$ cat src/rtl/seg7_scan_driver.sv
// seg7_scan_driver: time-multiplexed common-anode 7-segment scanner.
// Scans NUM_DIGITS BCD digits one slot at a time. Each slot starts with a
// short dark window to suppress ghosting. Inputs are latched once per frame
// into shadow registers, so a frame never tears. Masked digits flash with
// the blink input from the blinker stage.
// Optional feature: define LEADING_ZERO_BLANK_EN to blank leading zeros.
module seg7_scan_driver #(
    parameter int BOARD_CLOCK_FREQUENCY_IN_HZ = 100_000_000,
    parameter int DIGIT_REFRESH_RATE_IN_HZ    = 1000,
    parameter int NUM_DIGITS                  = 4,
    parameter int BLANK_CYCLES                = 16
) (
    input  logic                    clk,
    input  logic                    rst,
    input  logic                    enable,
    input  logic [4*NUM_DIGITS-1:0] digits_in,
    input  logic [NUM_DIGITS-1:0]   dp_in,
    input  logic                    blink,
    input  logic [NUM_DIGITS-1:0]   blink_mask,
    output logic [NUM_DIGITS-1:0]   an,
    output logic [6:0]              seg,
    output logic                    dp,
    output logic                    frame_start
);

    localparam int DIGIT_PERIOD = BOARD_CLOCK_FREQUENCY_IN_HZ / DIGIT_REFRESH_RATE_IN_HZ;
    localparam int CNT_W        = (DIGIT_PERIOD > 1) ? $clog2(DIGIT_PERIOD) : 1;
    localparam int IDX_W        = (NUM_DIGITS > 1) ? $clog2(NUM_DIGITS) : 1;

    localparam logic [CNT_W-1:0] CNT_LAST  = CNT_W'(DIGIT_PERIOD - 1);
    localparam logic [CNT_W-1:0] CNT_BLANK = CNT_W'(BLANK_CYCLES);
    localparam logic [IDX_W-1:0] IDX_LAST  = IDX_W'(NUM_DIGITS - 1);

    generate
        if (BLANK_CYCLES < 1 || BLANK_CYCLES >= DIGIT_PERIOD) begin : g_bad_blank
            $error("seg7_scan_driver: BLANK_CYCLES must satisfy 1 <= BLANK_CYCLES < DIGIT_PERIOD");
        end
        if (NUM_DIGITS < 1 || NUM_DIGITS > 8) begin : g_bad_digits
            $error("seg7_scan_driver: NUM_DIGITS must be in 1..8");
        end
    endgenerate

    typedef enum logic {
        ST_IDLE,
        ST_SCAN
    } state_t;

    state_t                  state, state_next;
    logic [CNT_W-1:0]        cnt, cnt_next;
    logic [IDX_W-1:0]        idx, idx_next;
    logic                    latch_shadow;
    logic                    frame_next;

    logic [4*NUM_DIGITS-1:0] sh_digits;
    logic [NUM_DIGITS-1:0]   sh_dp;
    logic [NUM_DIGITS-1:0]   sh_mask;
    logic                    sh_blink;

    logic [NUM_DIGITS-1:0]   lz_vec;
    logic [3:0]              cur_code;
    logic                    cur_dp;
    logic                    cur_mask;
    logic                    cur_lz;
    logic [NUM_DIGITS-1:0]   an_next;
    logic [6:0]              seg_next;
    logic                    dp_next;

    // BCD to active-low {g,f,e,d,c,b,a}; A..E are blank, F is a dash.
    function automatic logic [6:0] decode(input logic [3:0] code);
        logic [6:0] s;
        case (code)
            4'h0:    s = 7'h40;
            4'h1:    s = 7'h79;
            4'h2:    s = 7'h24;
            4'h3:    s = 7'h30;
            4'h4:    s = 7'h19;
            4'h5:    s = 7'h12;
            4'h6:    s = 7'h02;
            4'h7:    s = 7'h78;
            4'h8:    s = 7'h00;
            4'h9:    s = 7'h10;
            4'hF:    s = 7'h3F;
            default: s = 7'h7F;
        endcase
        return s;
    endfunction

    // Scan sequencing: idle holds the counters at zero; leaving idle or
    // wrapping past the last digit starts a frame and latches the shadows.
    always_comb begin
        state_next   = state;
        cnt_next     = cnt;
        idx_next     = idx;
        latch_shadow = 1'b0;
        frame_next   = 1'b0;
        case (state)
            ST_IDLE: begin
                cnt_next = '0;
                idx_next = '0;
                if (enable) begin
                    state_next   = ST_SCAN;
                    latch_shadow = 1'b1;
                    frame_next   = 1'b1;
                end
            end
            ST_SCAN: begin
                if (!enable) begin
                    state_next = ST_IDLE;
                    cnt_next   = '0;
                    idx_next   = '0;
                end else if (cnt == CNT_LAST) begin
                    cnt_next = '0;
                    if (idx == IDX_LAST) begin
                        idx_next     = '0;
                        latch_shadow = 1'b1;
                        frame_next   = 1'b1;
                    end else begin
                        idx_next = idx + 1'b1;
                    end
                end else begin
                    cnt_next = cnt + 1'b1;
                end
            end
            default: state_next = ST_IDLE;
        endcase
    end

    // State, slot counter, digit index and frame pulse registers.
    always_ff @(posedge clk or posedge rst) begin
        if (rst) begin
            state       <= ST_IDLE;
            cnt         <= '0;
            idx         <= '0;
            frame_start <= 1'b0;
        end else begin
            state       <= state_next;
            cnt         <= cnt_next;
            idx         <= idx_next;
            frame_start <= frame_next;
        end
    end

    // Frame-synchronous snapshot of everything that shapes the display.
    always_ff @(posedge clk or posedge rst) begin
        if (rst) begin
            sh_digits <= '0;
            sh_dp     <= '0;
            sh_mask   <= '0;
            sh_blink  <= 1'b0;
        end else if (latch_shadow) begin
            sh_digits <= digits_in;
            sh_dp     <= dp_in;
            sh_mask   <= blink_mask;
            sh_blink  <= blink;
        end
    end

`ifdef LEADING_ZERO_BLANK_EN
    logic zero_run;

    // A digit is a leading zero when it and every more-significant digit are 0.
    always_comb begin
        lz_vec   = '0;
        zero_run = 1'b1;
        for (int i = NUM_DIGITS - 1; i >= 1; i--) begin
            zero_run  = zero_run && (sh_digits[4*i +: 4] == 4'd0);
            lz_vec[i] = zero_run;
        end
    end
`else
    assign lz_vec = '0;
`endif

    // Select the current digit's shadow data and build the next output word.
    always_comb begin
        cur_code = '0;
        cur_dp   = 1'b0;
        cur_mask = 1'b0;
        cur_lz   = 1'b0;
        for (int i = 0; i < NUM_DIGITS; i++) begin
            if (idx == IDX_W'(i)) begin
                cur_code = sh_digits[4*i +: 4];
                cur_dp   = sh_dp[i];
                cur_mask = sh_mask[i];
                cur_lz   = lz_vec[i];
            end
        end
        an_next  = '1;
        seg_next = 7'h7F;
        dp_next  = 1'b1;
        if (state == ST_SCAN && enable && cnt >= CNT_BLANK &&
            !(cur_mask && sh_blink) && !cur_lz) begin
            an_next  = ~(NUM_DIGITS'(1) << idx);
            seg_next = decode(cur_code);
            dp_next  = ~cur_dp;
        end
    end

    // Registered display outputs, one cycle behind the scan state.
    always_ff @(posedge clk or posedge rst) begin
        if (rst) begin
            an  <= '1;
            seg <= 7'h7F;
            dp  <= 1'b1;
        end else begin
            an  <= an_next;
            seg <= seg_next;
            dp  <= dp_next;
        end
    end

endmodule

$ cat config.mk
export PLATFORM = sky130hd
export DESIGN_NAME = seg7_scan_driver
export DESIGN_NICKNAME = d
export VERILOG_FILES = /design/src/rtl/seg7_scan_driver.sv
export SDC_FILE = /design/constraint.sdc
export NUM_CORES = 1
export LEC_CHECK = 0
export ABC_AREA = 1
export CAP_MARGIN = 10
export CORE_MARGIN = 10
export CORE_UTILIZATION = 55
export CTS_CLUSTER_SIZE = 25
export DETAILED_ROUTE_END_ITERATION = 10
export MAX_ROUTING_LAYER = met4
export PLACE_DENSITY = 0.84
export SLEW_MARGIN = 20
export SYNTH_ARGS = -nofsm -noshare
export SYNTH_HDL_FRONTEND = slang
export SYNTH_SLANG_ARGS = --single-unit
export TNS_END_PERCENT = 20
$ cat constraint.sdc
create_clock -name clk -period 2.6 [get_ports clk]
set_clock_uncertainty 0.1 [all_clocks]
set_input_delay 0.26 -clock clk [delete_from_list [all_inputs] [get_ports clk]]
set_output_delay 0.26 -clock clk [all_outputs]
set_load 0.1 [all_outputs]
==> metrics.txt <==
DR vias 2597; final WL between 6 and 7 mm; Die ar. approximately 9000 um2; post-DR wirelength/cell about 13 um; post-route setup TNS 0 ps; Slew HR 0.658; Layout Area Growth over Synthesis 20.9%; Core ar. between 5000 and 6000 um2; Int Pwr roughly 1.6 mW; r2r setup slk approximately 450 ps; Mapped Nets roughly 420; fin crit share 0.827; async set-or-reset flop fraction in the synthesized netlist 1.00; post-CTS sizing 0; ANT cells 0; Pleak approximately 1.7 nW; I/O Buffers 40; Iteration-0 DRC Markers just under 200; Post-Syn Instances around 380; combinational share of power 0.110; synth top area cells dfrtp_1 (38%), nand2_1 (13%), dfstp_2 (10%); DIE WIDTH 94.7 um; startpoint types flop; CP max stage cell dfrtp_1; largest net degree at the start of global routing 36; Mapped Avg Cell Area around 8 um2; H-tree levels 3; CTS tree yes; Req. time, crit path 2760 ps; Fmax about 0.46 GHz; row cnt 27; clk buf depth 2; cell with the most instances after synthesis nand2_1; CTS buffer count 9; outcome finished, final reports clean; Post-synth EDFFs 0; fin nets between 400 and 500; sequential share of the synthesized area 0.478; Syn Std Cell Area between 3000 and 4000 um2; Ports 41; Clock Latency Late Sink roughly 340 ps; clock tree root buffer cell clkbuf_8; unrepaired setup endpoints after global routing no; Max Cap Viol 0; shortest period the worst path allows between 2000 and 2500 ps; Post-CTS Setup Inserts 0; ys flop type dfrtp_1; post-synth top area share 0.375; drc violations 0; Seq pwr share 0.461; die extent in y 94.7 um; First-pass DRT Iterations 4; final hold vios 0; CTS sink cnt between 50 and 60; gr ovfl total 0; crit-path cells ha_1 -> inv_2 -> or2_2 -> nand2_1 -> inv_1 -> ha_1 -> nand3b_1 -> nand3_1 -> nand3_1; Synth area leader dfrtp_1; final antenna-violating net count 0; post-synth cell types 33; Power per Cell Area between 500 and 600 nW/um2; Synth Warn # 0; DP Wirelength around 5.1 mm; Synth top cells by count nand2_1 (108), nand3_1 (57), dfrtp_1 (46); kind of critical path flop to flop; CP peak stage delay ~400 ps; Hold-fix buffers, CTS 0; Starting Density 0.561; Final GP Congestion slightly above 0.9; Total Routing Usage GR 0.162; clock power share 0.428; FF+latch count, synth 58; HP Class input pin to async pin; initial antenna violation count 0; max-slew violations 0; sw power between 0.5 and 0.6 mW; Reg clk slew, reported paths 70 ps; share of layout cells above drive strength 1 0.159; first-pass GRT wire length about 11 mm; critical path data arrival time ~2300 ps; sw frac 0.248; endpoints failing setup 0; number of global-route vias before repair around 2600; VDD IR max 0.469 mV; Crit. End Element flop; vias per inst just over 5; Final Power 2.15 mW; Worst Path Max Fanout 10; worst-margin pin slew 512 ps
[critical path, delay by kind of cell, from the launching register on]
family                     cells  cell delay (ps)
and+or+nand+nor                5              760
buffers and inverters          2              210
DFF                            1              390
adders and majority gates      2              610
[placed cells by master (no fill, tap or decap), types with 3 or more instances in the layout]
cell type        synthesis  final
o21ai_0                  3      3
clkdlybuf4s50_1          0     27
nand2_2                  4      4
nor2_2                   3      3
nor3_1                   6      6
dfstp_2                 12     12
clkbuf_8                 0     10
nand2_1                108    108
inv_1                   33     32
dfrtp_1                 46     46
nand3_2                  4      4
buf_4                    3     16
nor3b_1                  3      3
nand3_1                 57     57
a21oi_1                 14     14
ha_1                    12     12
nand4_1                  4      4
inv_2                    4      5
nor2_1                  36     36
[layer usage]
metal	global-route usage	wire [um]	vias to the layer above
li1	-	-	1306
met1	0.195	3190	1209
met2	0.249	3050	67
met3	0.0333	306	15
met4	0.0898	142	0
met5	-	0	-
[final timing paths]
check,startpoint,end,cells past startpoint
max,idx[1],seg[5],9
min,rst,cnt[1],2
max reg2reg,idx[1],seg[5],9
min reg2reg,cnt[0],cnt[0],1
max in group asynchronous,rst,sh_mask[3],3
min in group clk,cnt[0],cnt[0],1
[registers in the layout, summed over array words and instances, names as in the netlist]
register     cells
cnt             17
sh_digits       16
seg              7
an               4
sh_dp            4
sh_mask          4
idx              2
dp               1
frame_start      1
sh_blink         1
state            1
[per-stage QoR]
step / hold WS [ps] / instances / setup slack, ps / cell area, um2 / utilization
finish: 169 / 501 / 449 / 3710 / 0.678
global route: 249 / 501 / 293 / 3710 / 0.678
CTS: 173 / 501 / 438 / 3710 / 0.678
detailed placement: 353 / 485 / 439 / 3490 / 0.638
global placement: 354 / 485 / 584 / 3490 / 0.638
floorplan: 191 / 381 / 748 / 3070 / -
[power by group through the flow]
stage,logic [mW],clock network (mW),registers (mW)
after detailed placement,0.238,0,1.00
after global routing,0.273,0.970,0.995
after CTS,0.239,0.933,0.990
final,0.237,0.920,0.991
after floorplan,0.155,0,0.997
after global placement,0.230,0,1.01
[kinds of logic (layout without fill, tap and decap cells)]
group,count (synthesis),in the layout,synth area share
AO/OA/AOI/OAI,21,21,0.0359
XOR/XNOR,3,3,0.00857
adder cells (fa/ha/maj),12,12,0.0489
buffers and inverters,50,98,0.0718
flip-flops,58,58,0.478
AND/OR/NAND/NOR,237,237,0.357
[final cells by class]
type                       instances  area, um2
timing repair buffer              44        410
fill                             442       1760
sequential                        58       1470
clock buffer                      11        141
clock inverter                     5       77.6
inverter                          38        143
tap                               72       90.1
multi-input combinational        273       1380
Power figures use the tool's default switching activity.
==> RTL edit 1 (same settings) <==
Put one more register stage on the output `seg`, with the module's reset. The value now appears one clock later. The other outputs are not delayed to match.
--- a/src/rtl/seg7_scan_driver.sv
+++ b/src/rtl/seg7_scan_driver.sv
@@ -31,4 +31,6 @@
     localparam logic [CNT_W-1:0] CNT_BLANK = CNT_W'(BLANK_CYCLES);
     localparam logic [IDX_W-1:0] IDX_LAST  = IDX_W'(NUM_DIGITS - 1);
+
+    logic [6:0] seg_s0;
 
     generate
@@ -201,13 +203,21 @@
         if (rst) begin
             an  <= '1;
-            seg <= 7'h7F;
+            seg_s0 <= 7'h7F;
             dp  <= 1'b1;
         end else begin
             an  <= an_next;
-            seg <= seg_next;
+            seg_s0 <= seg_next;
             dp  <= dp_next;
         end
     end
 
+    always_ff @(posedge clk or posedge rst) begin
+        if (rst) begin
+            seg <= '0;
+        end else begin
+            seg <= seg_s0;
+        end
+    end
+
 endmodule
 
Behaviour: not the same (Yosys sat finds a counterexample within 4 cycles, from zero or initial values and one cycle with rst high).
==> RTL edit 1 against the original RTL <==
- routed wire length grew 4.4%
- area after synthesis grew 5.9%
- largest power group unchanged
- design area grew 3.1%
- setup slack lost 0.022 ns
- critical endpoint is now seg_s0[6]
- sequential cell count grew 7
- global-route usage shrank 0.44 points
- sequential share of layout area grew 3.4 points
- count of clock-buffer cells in the layout grew 3
- total power shrank 1.7%
- die area grew 4.6%
==> RTL edit 1: results (changes against the original RTL) <==
status complete, no violations; Post-Route WL 6980 um (+4.4%); worst r2r dst seg_s0[6]; XOR/XNOR Fraction of Synth Area 0.809% (-0.048 points); fill count 476 (+7.7%); vias in the first global route 2523 (-2.0%); Cell Count, Final, Fillers Out 506 (+1.0%); NumNets Final 469 (+1.1%); Seq/Total Area, Yosys 50.5% (+2.7 points); Leak 1.78 nW (+4.3%); worst vdd ir 0.385 mV (-18%); pin count of the biggest net entering global routing 38 (+5.6%); first-pass GRT wire length 12000 um (+6.0%); Max Clk Rate 0.460 GHz (-1.0%); CP max stage delay 0.42 ns (+0.03 ns); via count 2637 (+1.5%); Ant. Diodes 0 (unchanged); largest cells by area after synthesis dfrtp_1 41%, nand2_1 14%, dfstp_2 9.7%, nand3_1 7.9%, ha_1 4.6%; RR Startpoint idx[0]; Pre-Repair DR Iteration Count 4 (unchanged); DP Wirelength 5120 um (+1.0%); total global-route track usage 15.8% (-0.44 points); r2r setup slk 0.43 ns (-0.02 ns); post-synthesis compound-gate area fraction 3.85% (+0.26 points); dpl cells 490 (+1.0%); largest family of logic cells by synthesized area simple AND/OR/NAND/NOR gates; CP max stage cell ha_1; worst reg2reg path depth 10 (+1); CP Max Fanout 9 (-1); Worst Tran Pin Value 0.577 ns (+0.0646 ns); top cells by count, synth 123 x nand2_1, 53 x dfrtp_1, 51 x nand3_1, 37 x nor2_1, 31 x inv_1; dpl ws 0.450 ns (+0.0103 ns); biggest regs cnt x17, sh_digits x16; Min Hold Slack 0.189 ns (+0.0206 ns); Netlist cell types 33 (unchanged); syn nets 427 (+1.4%); Post-CTS Resized 0 (unchanged); Post-DP Area 3650 sq um (+4.6%); Adder-Cell Fraction of Synth Area 4.62% (-0.27 points); Hold Crit Class in -> async; gp weighted congestion 0.932 (+0.20%); layout cells sized above 1 13.1% (-2.7 points); Syn Inst Count 387 (+1.6%); Detailed Route Iter0 Violations 161 (-19%)
==> RTL edit 1: final cells by class <==
class / count / area, sq um / area share [%]
well taps: 72 / 90.1 / 2.35
repair buffers: 42 / 395 / 10.3
flip-flops and latches: 65 / 1640 / 42.9
clock inverters: 2 / 12.5 / 0.327
inverters: 35 / 131 / 3.43
multi-input cells: 276 / 1390 / 36.4
clock buffers: 14 / 163 / 4.25
==> RTL edit 1: power by group <==
part | switching [mW] | total, mW | internal [mW]
logic | 0.143 | 0.240 | 0.0973
registers | 0.0363 | 1.10 | 1.06
clock network | 0.374 | 0.772 | 0.397
total | 0.554 | 2.11 | 1.56
==> RTL edit 1: metal layers <==
metal | share of wire, % | vias to the layer above | GRT usage (%)
met5 | 0 | - | -
li1 | - | 1312 | -
met1 | 45 | 1232 | 18.9
met4 | 1.5 | 0 | 6.54
met2 | 48 | 82 | 24.0
met3 | 6.0 | 11 | 4.97
==> RTL edit 1: how the worst max path moves through the flow <==
| stage | from | endpoint | cells after the start |
|---|---|---|---|
| global route | idx[0] | seg_s0[6] | 10 |
| detailed placement | idx[0] | seg_s0[6] | 10 |
| global placement | idx[0] | seg_s0[5] | 9 |
| floorplan | rst | cnt[0] | 1 |
| CTS | idx[0] | seg_s0[6] | 10 |
| finish | idx[0] | seg_s0[6] | 10 |
==> RTL edit 1: kinds of logic after synthesis <==
group,after synthesis
compound gates,23
simple gates,238
flops,65
fa+ha+maj,12
buf+inv,46
xor+xnor,3
==> RTL edit 2 (same flow settings) <==
Without the edit above. Set the parameter `DIGIT_REFRESH_RATE_IN_HZ` to 2000 (it was 1000).
--- a/src/rtl/seg7_scan_driver.sv
+++ b/src/rtl/seg7_scan_driver.sv
@@ -7,5 +7,5 @@
 module seg7_scan_driver #(
     parameter int BOARD_CLOCK_FREQUENCY_IN_HZ = 100_000_000,
-    parameter int DIGIT_REFRESH_RATE_IN_HZ    = 1000,
+    parameter int DIGIT_REFRESH_RATE_IN_HZ    = 2000,
     parameter int NUM_DIGITS                  = 4,
     parameter int BLANK_CYCLES                = 16
Check against the original RTL: no difference found for any inputs over 10 cycles, from zero or initial values and one cycle with rst high; that may be too few to reach the edited logic, so the function may still have changed.
==> RTL edit 2 against the original RTL <==
- total power shrank 2.2%
- setup slack lost 0.057 ns
- worst hold slack gained 0.019 ns
- synthesized cell count shrank 2.9%
- area after synthesis shrank 3.8%
- sequential share of layout area grew 0.64 points
- combinational power grew 3%
- routed wire length shrank 1.9%
- design area shrank 3.3%
- sequential cell count shrank 1
- critical endpoint unchanged
- largest cell class unchanged
- highest routed layer unchanged
==> RTL edit 2: results (changes against the original RTL) <==
Post-Route WL 6560 um (-1.9%); biggest regs cnt x16, sh_digits x16, seg x7; vias in the first global route 2498 (-3.0%); ys flop type dfrtp_1; Ant. Diodes 0 (unchanged); Hold Crit Class in -> async; largest cells by area after synthesis dfrtp_1 38%, nand2_1 14%, dfstp_2 11%, nand3_1 8.8%, ha_1 5.1%; CTS Buf Count 9 (unchanged); DP Wirelength 4940 um (-2.5%); # Post-CTS Setup Buffers 0 (unchanged); Worst Tran Pin Value 0.541 ns (+0.0281 ns); CP Max Fanout 8 (-2); Pre-Repair DR Iteration Count 4 (unchanged); WP data arrival 2.37 ns (+0.05 ns); post-synthesis compound-gate area fraction 4.54% (+0.95 points); most common cell in the netlist nand2_1; Netlist cell types 30 (-9.1%); initial antenna violation count 0 (unchanged); status complete, no violations; gp weighted congestion 0.956 (+2.8%); worst vdd ir 0.391 mV (-17%); Post-CTS Resized 0 (unchanged); Post-DP Area 3380 sq um (-3.2%); Adder-Cell Fraction of Synth Area 5.09% (+0.19 points); RR Startpoint idx[0]; Seq/Total Area, Yosys 48.8% (+1.0 points); top cells by count, synth 113 x nand2_1, 52 x nand3_1, 45 x dfrtp_1, 34 x nor2_1, 30 x inv_1; total global-route track usage 16.2% (about the same); Leak 1.69 nW (-0.96%); pin count of the biggest net entering global routing 34 (-5.6%); first-pass GRT wire length 11200 um (-1.4%); Worst Setup Start Kind flop; Ys Warns 0 (unchanged); Clock Tree Buf Depth 2 (unchanged); NumNets Final 454 (-2.2%); XOR/XNOR Fraction of Synth Area 0.297% (-0.56 points); Via-to-Cell Ratio 5.19 (+0.21%); mux share of post-synthesis cell area 0% (unchanged); layout cells sized above 1 16.0% (+0.14 points); Port Buffer Count 40 (unchanged); syn nets 410 (-2.6%); dpl ws 0.430 ns (-0.00900 ns); Max H-tree Level 3 (unchanged); Worst-path clk slew 0.07 ns (about the same); Detailed Route Iter0 Violations 237 (+20%); Skew-Pair Late Insertion Delay 0.34 ns (about the same); clock root cell clkbuf_8; async set-reset flop share out of synthesis 100% (unchanged)
[RTL edit 2: cell types whose count changed after synthesis, sizes merged, moves of 2 or more]
cell / delta
nand2: +5
a211oi: +2
nor2: -3
nand4: +2
nor3: -2
nand3: -8
buf: -2
nor3b: -3
[RTL edit 2: cell type report]
| type | count | area (sq um) |
|---|---|---|
| multi-input combinational | 264 | 1300 |
| sequential | 57 | 1440 |
| fill | 416 | 1550 |
| timing repair buffer | 44 | 410 |
| clock buffer | 10 | 128 |
| clock inverter | 6 | 82.6 |
| tap | 70 | 87.6 |
| inverter | 38 | 143 |
[RTL edit 2: kinds of logic (layout without fill, tap and decap cells)]
| logic type | count (synthesis) | after routing |
|---|---|---|
| adder cells (fa/ha/maj) | 12 | 12 |
| AO/OA/AOI/OAI | 24 | 24 |
| AND/OR/NAND/NOR | 227 | 227 |
| XOR/XNOR | 1 | 1 |
| buffers and inverters | 49 | 98 |
| flip-flops | 57 | 57 |
[RTL edit 2: power by group]
group | internal [mW] | total [mW] | switching, mW
registers | 0.940 | 0.976 | 0.0363
clock network | 0.534 | 0.882 | 0.348
logic | 0.0985 | 0.243 | 0.145
total | 1.57 | 2.10 | 0.529
[RTL edit 2: worst max-delay path, cell delays in order (launching register included)]
cell	delay, ns
dfrtp_1	0.42
inv_1	0.12
ha_1	0.34
inv_1	0.17
nand3_1	0.13
nand2_1	0.06
nand2_1	0.16
inv_1	0.11
ha_1	0.22
nand3b_1	0.15
nand3_1	0.09
nand3_1	0.06
[RTL edit 2: path summary, 6_finish.rpt]
kind | end | cells after the start | slack [ns]
worst max-delay path | seg[5] | 11 | 0.39
worst min-delay path | sh_digits[11] | 2 | 0.19
worst max register to register | seg[5] | 11 | 0.39
worst min register to register | sh_digits[5] | 2 | 0.38
max in group asynchronous | cnt[4] | 3 | 1.65
min in group clk | sh_digits[1] | 3 | 0.37
[RTL edit 2: through the flow]
step / total power, mW / cells
after detailed placement: 1.23 / 473
after CTS: 2.11 / 489
after floorplan: 1.14 / 370
final: 2.10 / 489
after global routing: 2.19 / 489
after global placement: 1.22 / 473
[RTL edit 2: layer usage]
| metal | vias to the layer above | GRT usage (%) | routed length (um) |
|---|---|---|---|
| li1 | 1266 | - | - |
| met1 | 1178 | 20.2 | 3100 |
| met2 | 88 | 24.5 | 3030 |
| met3 | 8 | 3.92 | 335 |
| met4 | 0 | 7.33 | 100 |
| met5 | - | - | 0 |
